`src/rtl/axi_cache_arbiter.sv`:
```
// Merges icache reads and dcache reads/writes onto one AXI master: one read burst and one write burst in flight.
// Build option ARB_RR_EN: round-robin read arbitration; without it the dcache wins read ties.
module axi_cache_arbiter #(
    parameter int ID_W = 4,
    parameter int I_ID = 0,
    parameter int D_ID = 1
) (
    input  logic            clk,
    input  logic            rst,
    input  logic [31:0]     i_araddr,
    input  logic [3:0]      i_arlen,
    input  logic [2:0]      i_arsize,
    input  logic            i_arvalid,
    output logic            i_arready,
    output logic [31:0]     i_rdata,
    output logic            i_rlast,
    output logic            i_rvalid,
    input  logic            i_rready,
    input  logic [31:0]     d_araddr,
    input  logic [3:0]      d_arlen,
    input  logic [2:0]      d_arsize,
    input  logic            d_arvalid,
    output logic            d_arready,
    output logic [31:0]     d_rdata,
    output logic            d_rlast,
    output logic            d_rvalid,
    input  logic            d_rready,
    input  logic [31:0]     d_awaddr,
    input  logic [3:0]      d_awlen,
    input  logic [2:0]      d_awsize,
    input  logic            d_awvalid,
    output logic            d_awready,
    input  logic [31:0]     d_wdata,
    input  logic [3:0]      d_wstrb,
    input  logic            d_wlast,
    input  logic            d_wvalid,
    output logic            d_wready,
    output logic            d_bvalid,
    input  logic            d_bready,
    output logic [ID_W-1:0] arid,
    output logic [31:0]     araddr,
    output logic [3:0]      arlen,
    output logic [2:0]      arsize,
    output logic            arvalid,
    input  logic            arready,
    input  logic [ID_W-1:0] rid,
    input  logic [31:0]     rdata,
    input  logic            rlast,
    input  logic            rvalid,
    output logic            rready,
    output logic [ID_W-1:0] awid,
    output logic [31:0]     awaddr,
    output logic [3:0]      awlen,
    output logic [2:0]      awsize,
    output logic            awvalid,
    input  logic            awready,
    output logic [31:0]     wdata,
    output logic [3:0]      wstrb,
    output logic            wlast,
    output logic            wvalid,
    input  logic            wready,
    input  logic            bvalid,
    output logic            bready,
    output logic [1:0]      dbg_rd_state_o,
    output logic [1:0]      dbg_wr_state_o
);

    // Every channel transfers on a rising edge where valid and ready are both high; the cache-side
    // i_arready/d_arready/d_awready are one-cycle grant pulses raised only while the matching valid is high.
    typedef enum logic [1:0] {R_IDLE = 2'd0, R_AR = 2'd1, R_DATA = 2'd2} rd_state_e;
    typedef enum logic [1:0] {W_IDLE = 2'd0, W_AW = 2'd1, W_DATA = 2'd2, W_RESP = 2'd3} wr_state_e;

    rd_state_e   rd_state_q, rd_state_d;
    wr_state_e   wr_state_q, wr_state_d;
    logic        owner_q, owner_d;
    logic [31:0] ar_addr_q, ar_addr_d;
    logic [3:0]  ar_len_q, ar_len_d;
    logic [2:0]  ar_size_q, ar_size_d;
    logic [31:0] aw_addr_q, aw_addr_d;
    logic [3:0]  aw_len_q, aw_len_d;
    logic [2:0]  aw_size_q, aw_size_d;
    logic        d_wins;
    logic        gnt_d;
    logic        gnt_i;
    logic        r_fire;
    logic        unused_rid;

    // rid is not needed: the owner register alone steers read data.
    assign unused_rid = ^rid;

    // dcache reads wait for the write FSM to drain so they never overtake a pending write.
    assign gnt_d = !rst && (rd_state_q == R_IDLE) && d_arvalid && (wr_state_q == W_IDLE)
                   && (d_wins || !i_arvalid);
    assign gnt_i = !rst && (rd_state_q == R_IDLE) && i_arvalid && !gnt_d;

`ifdef ARB_RR_EN
    logic last_owner_q, last_owner_d;
    assign d_wins       = ~last_owner_q;
    assign last_owner_d = gnt_d ? 1'b1 : (gnt_i ? 1'b0 : last_owner_q);
    always_ff @(posedge clk) begin
        if (rst) last_owner_q <= 1'b0;
        else     last_owner_q <= last_owner_d;
    end
`else
    assign d_wins = 1'b1;
`endif

    always_comb begin
        rd_state_d = rd_state_q;
        owner_d    = owner_q;
        ar_addr_d  = ar_addr_q;
        ar_len_d   = ar_len_q;
        ar_size_d  = ar_size_q;
        i_arready  = 1'b0;
        d_arready  = 1'b0;
        arvalid    = 1'b0;
        i_rvalid   = 1'b0;
        d_rvalid   = 1'b0;
        rready     = 1'b0;
        r_fire     = 1'b0;
        case (rd_state_q)
            R_IDLE: begin
                if (gnt_d) begin
                    d_arready  = 1'b1;
                    owner_d    = 1'b1;
                    ar_addr_d  = d_araddr;
                    ar_len_d   = d_arlen;
                    ar_size_d  = d_arsize;
                    rd_state_d = R_AR;
                end else if (gnt_i) begin
                    i_arready  = 1'b1;
                    owner_d    = 1'b0;
                    ar_addr_d  = i_araddr;
                    ar_len_d   = i_arlen;
                    ar_size_d  = i_arsize;
                    rd_state_d = R_AR;
                end
            end
            R_AR: begin
                arvalid = 1'b1;
                if (arready) rd_state_d = R_DATA;
            end
            R_DATA: begin
                if (owner_q) begin
                    d_rvalid = rvalid;
                    rready   = d_rready;
                    r_fire   = rvalid && d_rready;
                end else begin
                    i_rvalid = rvalid;
                    rready   = i_rready;
                    r_fire   = rvalid && i_rready;
                end
                if (r_fire && rlast) rd_state_d = R_IDLE;
            end
            default: rd_state_d = R_IDLE;
        endcase
    end

    always_comb begin
        wr_state_d = wr_state_q;
        aw_addr_d  = aw_addr_q;
        aw_len_d   = aw_len_q;
        aw_size_d  = aw_size_q;
        d_awready  = 1'b0;
        awvalid    = 1'b0;
        wvalid     = 1'b0;
        d_wready   = 1'b0;
        d_bvalid   = 1'b0;
        bready     = 1'b0;
        case (wr_state_q)
            W_IDLE: begin
                if (d_awvalid && !rst) begin
                    d_awready  = 1'b1;
                    aw_addr_d  = d_awaddr;
                    aw_len_d   = d_awlen;
                    aw_size_d  = d_awsize;
                    wr_state_d = W_AW;
                end
            end
            W_AW: begin
                awvalid = 1'b1;
                if (awready) wr_state_d = W_DATA;
            end
            W_DATA: begin
                wvalid   = d_wvalid;
                d_wready = wready;
                if (d_wvalid && wready && d_wlast) wr_state_d = W_RESP;
            end
            W_RESP: begin
                d_bvalid = bvalid;
                bready   = d_bready;
                if (bvalid && d_bready) wr_state_d = W_IDLE;
            end
            default: wr_state_d = W_IDLE;
        endcase
    end

    always_ff @(posedge clk) begin
        if (rst) begin
            rd_state_q <= R_IDLE;
            wr_state_q <= W_IDLE;
            owner_q    <= 1'b0;
            ar_addr_q  <= '0;
            ar_len_q   <= '0;
            ar_size_q  <= '0;
            aw_addr_q  <= '0;
            aw_len_q   <= '0;
            aw_size_q  <= '0;
        end else begin
            rd_state_q <= rd_state_d;
            wr_state_q <= wr_state_d;
            owner_q    <= owner_d;
            ar_addr_q  <= ar_addr_d;
            ar_len_q   <= ar_len_d;
            ar_size_q  <= ar_size_d;
            aw_addr_q  <= aw_addr_d;
            aw_len_q   <= aw_len_d;
            aw_size_q  <= aw_size_d;
        end
    end

    assign arid    = owner_q ? ID_W'(D_ID) : ID_W'(I_ID);
    assign araddr  = ar_addr_q;
    assign arlen   = ar_len_q;
    assign arsize  = ar_size_q;
    assign i_rdata = rdata;
    assign i_rlast = rlast;
    assign d_rdata = rdata;
    assign d_rlast = rlast;
    assign awid    = ID_W'(D_ID);
    assign awaddr  = aw_addr_q;
    assign awlen   = aw_len_q;
    assign awsize  = aw_size_q;
    assign wdata   = d_wdata;
    assign wstrb   = d_wstrb;
    assign wlast   = d_wlast;

    assign dbg_rd_state_o = rd_state_q;
    assign dbg_wr_state_o = wr_state_q;

endmodule

```
`config.mk`:
```
export PLATFORM = sky130hd
export DESIGN_NAME = axi_cache_arbiter
export DESIGN_NICKNAME = d
export VERILOG_FILES = /design/src/rtl/axi_cache_arbiter.sv
export SDC_FILE = /design/constraint.sdc
export NUM_CORES = 1
export LEC_CHECK = 0
export CAP_MARGIN = 20
export CORE_AREA = 3 3 157 159
export DETAILED_ROUTE_END_ITERATION = 10
export DIE_AREA = 0 0 160 162
export RECOVER_POWER = 25
export SLEW_MARGIN = 40
export SYNTH_ARGS = -nofsm -noshare
export SYNTH_HDL_FRONTEND = slang
export SYNTH_SLANG_ARGS = --single-unit
```
`constraint.sdc`:
```
create_clock -name clk -period 4.67 [get_ports clk]
set_clock_uncertainty 0.05 [all_clocks]
set_input_delay 0.934 -clock clk [delete_from_list [all_inputs] [get_ports clk]]
set_output_delay 0.934 -clock clk [all_outputs]
set_load 0.005 [all_outputs]
```
==> impl_metrics.py <==
metrics = {
    "power_and_ir_drop": {
        "cellPowerDensity_mw_per_mm2": 402.4,
        "seqPwrFrac_pct": 36.4,
        "p_comb_share_pct": 34.2,
        "leakage_nw": 2.443,
        "p_int_mw": 1.771,
        "pwr-share-clk_pct": 29.4,
        "switching_power_mw": 0.7807,
        "swShare_pct": 30.60,
        "total_power_mw": 2.551,
        "ir_worst_vdd_uv": 157.1,
    },
    "grt": {
        "grt_start_max_net_pins": 76,
        "grt_use_total_pct": 10.94,
        "grt.overflow.total": 0,
        "antenna_found_initial": 1,
        "grt_pass1_vias": 3455,
        "grt_pass1_wl_um": 21420,
    },
    "place": {
        "pre_cts_ws_ns": 0.9684,
        "gp_congestion": 0.7349,
        "place_inst": 924,
        "port_buffers": 230,
        "place_area_mm2": 0.006038,
        "place_hpwl_um": 11740,
    },
    "floorplanning": {
        "die-area_mm2": 0.02592,
        "rows": 56,
        "initial_core_util_pct": 18.11,
        "core_mm2": 0.02340,
        "ios": 410,
        "die-height_um": 162,
        "die_w_um": 160,
    },
    "timing": {
        "timing.hold.ws_ns": 0.4032,
        "finalWorstSetupSlack_ns": 1.033,
        "rsz0062_at_grt": "false",
        "setup_violations": 0,
        "timing.final.crit_share_pct": 77.88,
        "tightestPinTransition_ns": 0.6945,
        "setup_tns_ns": 0,
        "drv_slew": 0,
        "relSlewSlack_pct": 53.70,
        "finalHoldViolCount": 0,
        "clock.fmax_mhz": 274.9,
        "period_needed_ns": 3.637,
    },
    "setup_path": {
        "cp.required_ns": 3.69,
        "crit_chain": "clkdlybuf4s50_1, inv_2, nand3_2, inv_1, clkdlybuf4s50_1",
        "startpoint": "rst",
        "critical-path-top-delay-family": "buffers and inverters",
        "path_class": "input pin to primary output",
        "critPathCaptureType": "primary output",
        "slowest_delay_ns": 0.70,
        "critical_path_buf_inv_count": 4,
        "startpoint_type": "input pin",
        "reg2reg_from": "dbg_wr_state_o[1]",
        "crit_top_cell": "clkdlybuf4s50_1",
        "path_max_fanout": 8,
        "cp.arrival_ns": 2.65,
        "critPathSlowestCell": "clkdlybuf4s50_1",
    },
    "routing": {
        "wirelength_um": 14980,
        "ant_nets": 0,
        "drtPass1Iterations": 4,
        "drc": 0,
        "viasPerCell": 3.851,
        "routedWlPerCell_um": 15.93,
        "vias": 3620,
        "drt-initial-drc-count": 136,
    },
    "synthesis": {
        "synth.avg_cell_area_um2": 8.408,
        "yosysSeqAreaShare_pct": 39.21,
        "yosys.area.top_type": "dfxtp_1",
        "syn_area_mm2": 0.004238,
        "ys_warn_count": 0,
        "synth_top_area_share_pct": 39.21,
        "yosysUniqueCellTypes": 28,
        "netlist_top_cells_area": "dfxtp_1 39%, buf_4 20%, mux2i_1 9.4%, nand2_1 7.4%, a21oi_1 5.1%",
        "synth_seq_cells": 83,
        "syn_inst": 504,
    },
    "finish": {
        "most-common-layout-cells": "230 x clkdlybuf4s50_1, 84 x nand2_1, 83 x dfxtp_1, 43 x a21oi_1",
        "drive_above_1_share_pct": 4.348,
        "final_area_mm2": 0.006341,
        "final_util_pct": 27.10,
        "diodes": 0,
        "fin_cells": 940,
        "nNetsFinal": 825,
        "final_common_cell": "clkdlybuf4s50_1",
        "area_delta_synth_final_pct": 49.63,
        "nFillCells": 2568,
    },
    "clock_tree": {
        "post-cts-setup-buffers": 0,
        "cts.sinks": 83,
        "h-tree-depth": 3,
        "holdBufCountCts": 0,
        "cts_buffers": 9,
        "cts_resized": 0,
        "insertion_delay_ns": 0.34,
        "cts_tree": "built",
        "clockRootBuffer": "clkbuf_16",
        "cts_buffer_depth": 2,
        "clkTransAtPathRegs_ns": 0.06,
    },
    "min_path": {
        "holdCritPathClass": "register to register",
        "hp-start": "awaddr[16]",
    },
    "run": {
        "drv_cap": 0,
    },
    "outcome": {
        "run_status": "finished, final reports clean",
    },
}
## kinds of logic after synthesis
logic type | share of synthesized area (%)
AO/OA/AOI/OAI | 10.87
adder cells (fa/ha/maj) | 1.181
buffers and inverters | 23.62
flip-flops | 39.21
multiplexers | 9.448
other | 0.1772
AND/OR/NAND/NOR | 15.50
## final timing paths
path	slack [ns]	depth (start not counted)	to
worst max-delay path	1.03	5	d_awready
worst min-delay path	0.40	2	awaddr[16]
worst max register to register	2.39	7	araddr[5]
worst min register to register	0.40	2	awaddr[16]
## tightest hold or removal path, stage by stage, from the launching register on
cell,delay (ns)
dfxtp_1,0.31
nand3_1,0.06
nand2_1,0.05
## registers in the layout, indices dropped and copies added (netlist names)
signal,flops
awlen,4
dbg_wr_state_o,2
awsize,3
awaddr,32
arsize,3
arlen,4
owner_q,1
dbg_rd_state_o,2
araddr,32
## layer usage
layer	vias to the layer above	routed length, um	part of all wire [%]	global-route usage [%]
li1	1785	-	-	-
met1	1556	5267	35	10.66
met2	258	7364	49	19.54
met3	19	2090	14	6.376
met4	2	242	1.6	3.471
met5	-	13	0.087	0
## synth_stat cells
master,instances
and4_1,1
ha_1,4
inv_1,4
inv_2,1
mux2i_1,40
a211oi_1,1
buf_6,5
buf_1,4
nor2b_1,3
a311oi_1,1
a222oi_1,1
a21oi_1,43
nor2_1,4
conb_1,2
buf_4,111
clkbuf_1,18
nor4_4,2
nand3_1,41
and2_1,4
dfxtp_1,83
buf_2,2
o21ai_0,40
a31o_2,1
a41o_1,1
nand2_1,84
nand2b_4,1
nand2b_1,1
and3_1,1
## layout make-up
type / instances / area, um2 / share of cell area [%]
clock inverter: 6 / 73.82 / 1.164
tap: 319 / 399.1 / 6.294
inverter: 5 / 18.77 / 0.2960
multi-input combinational: 281 / 1599 / 25.22
clock buffer: 10 / 229.0 / 3.611
sequential: 83 / 1662 / 26.20
timing repair buffer: 236 / 2360 / 37.21
## power groups by stage
stage               registers [mW]  clock network (mW)  logic [mW]
finish                       0.929               0.750       0.873
global route                 0.949               0.813       0.959
CTS                          0.931               0.793       0.898
detailed placement           0.946                   0       0.893
global placement             0.941                   0       0.891
floorplan                    0.949                   0       0.440
No activity file was read; power rests on OpenSTA's default activity.
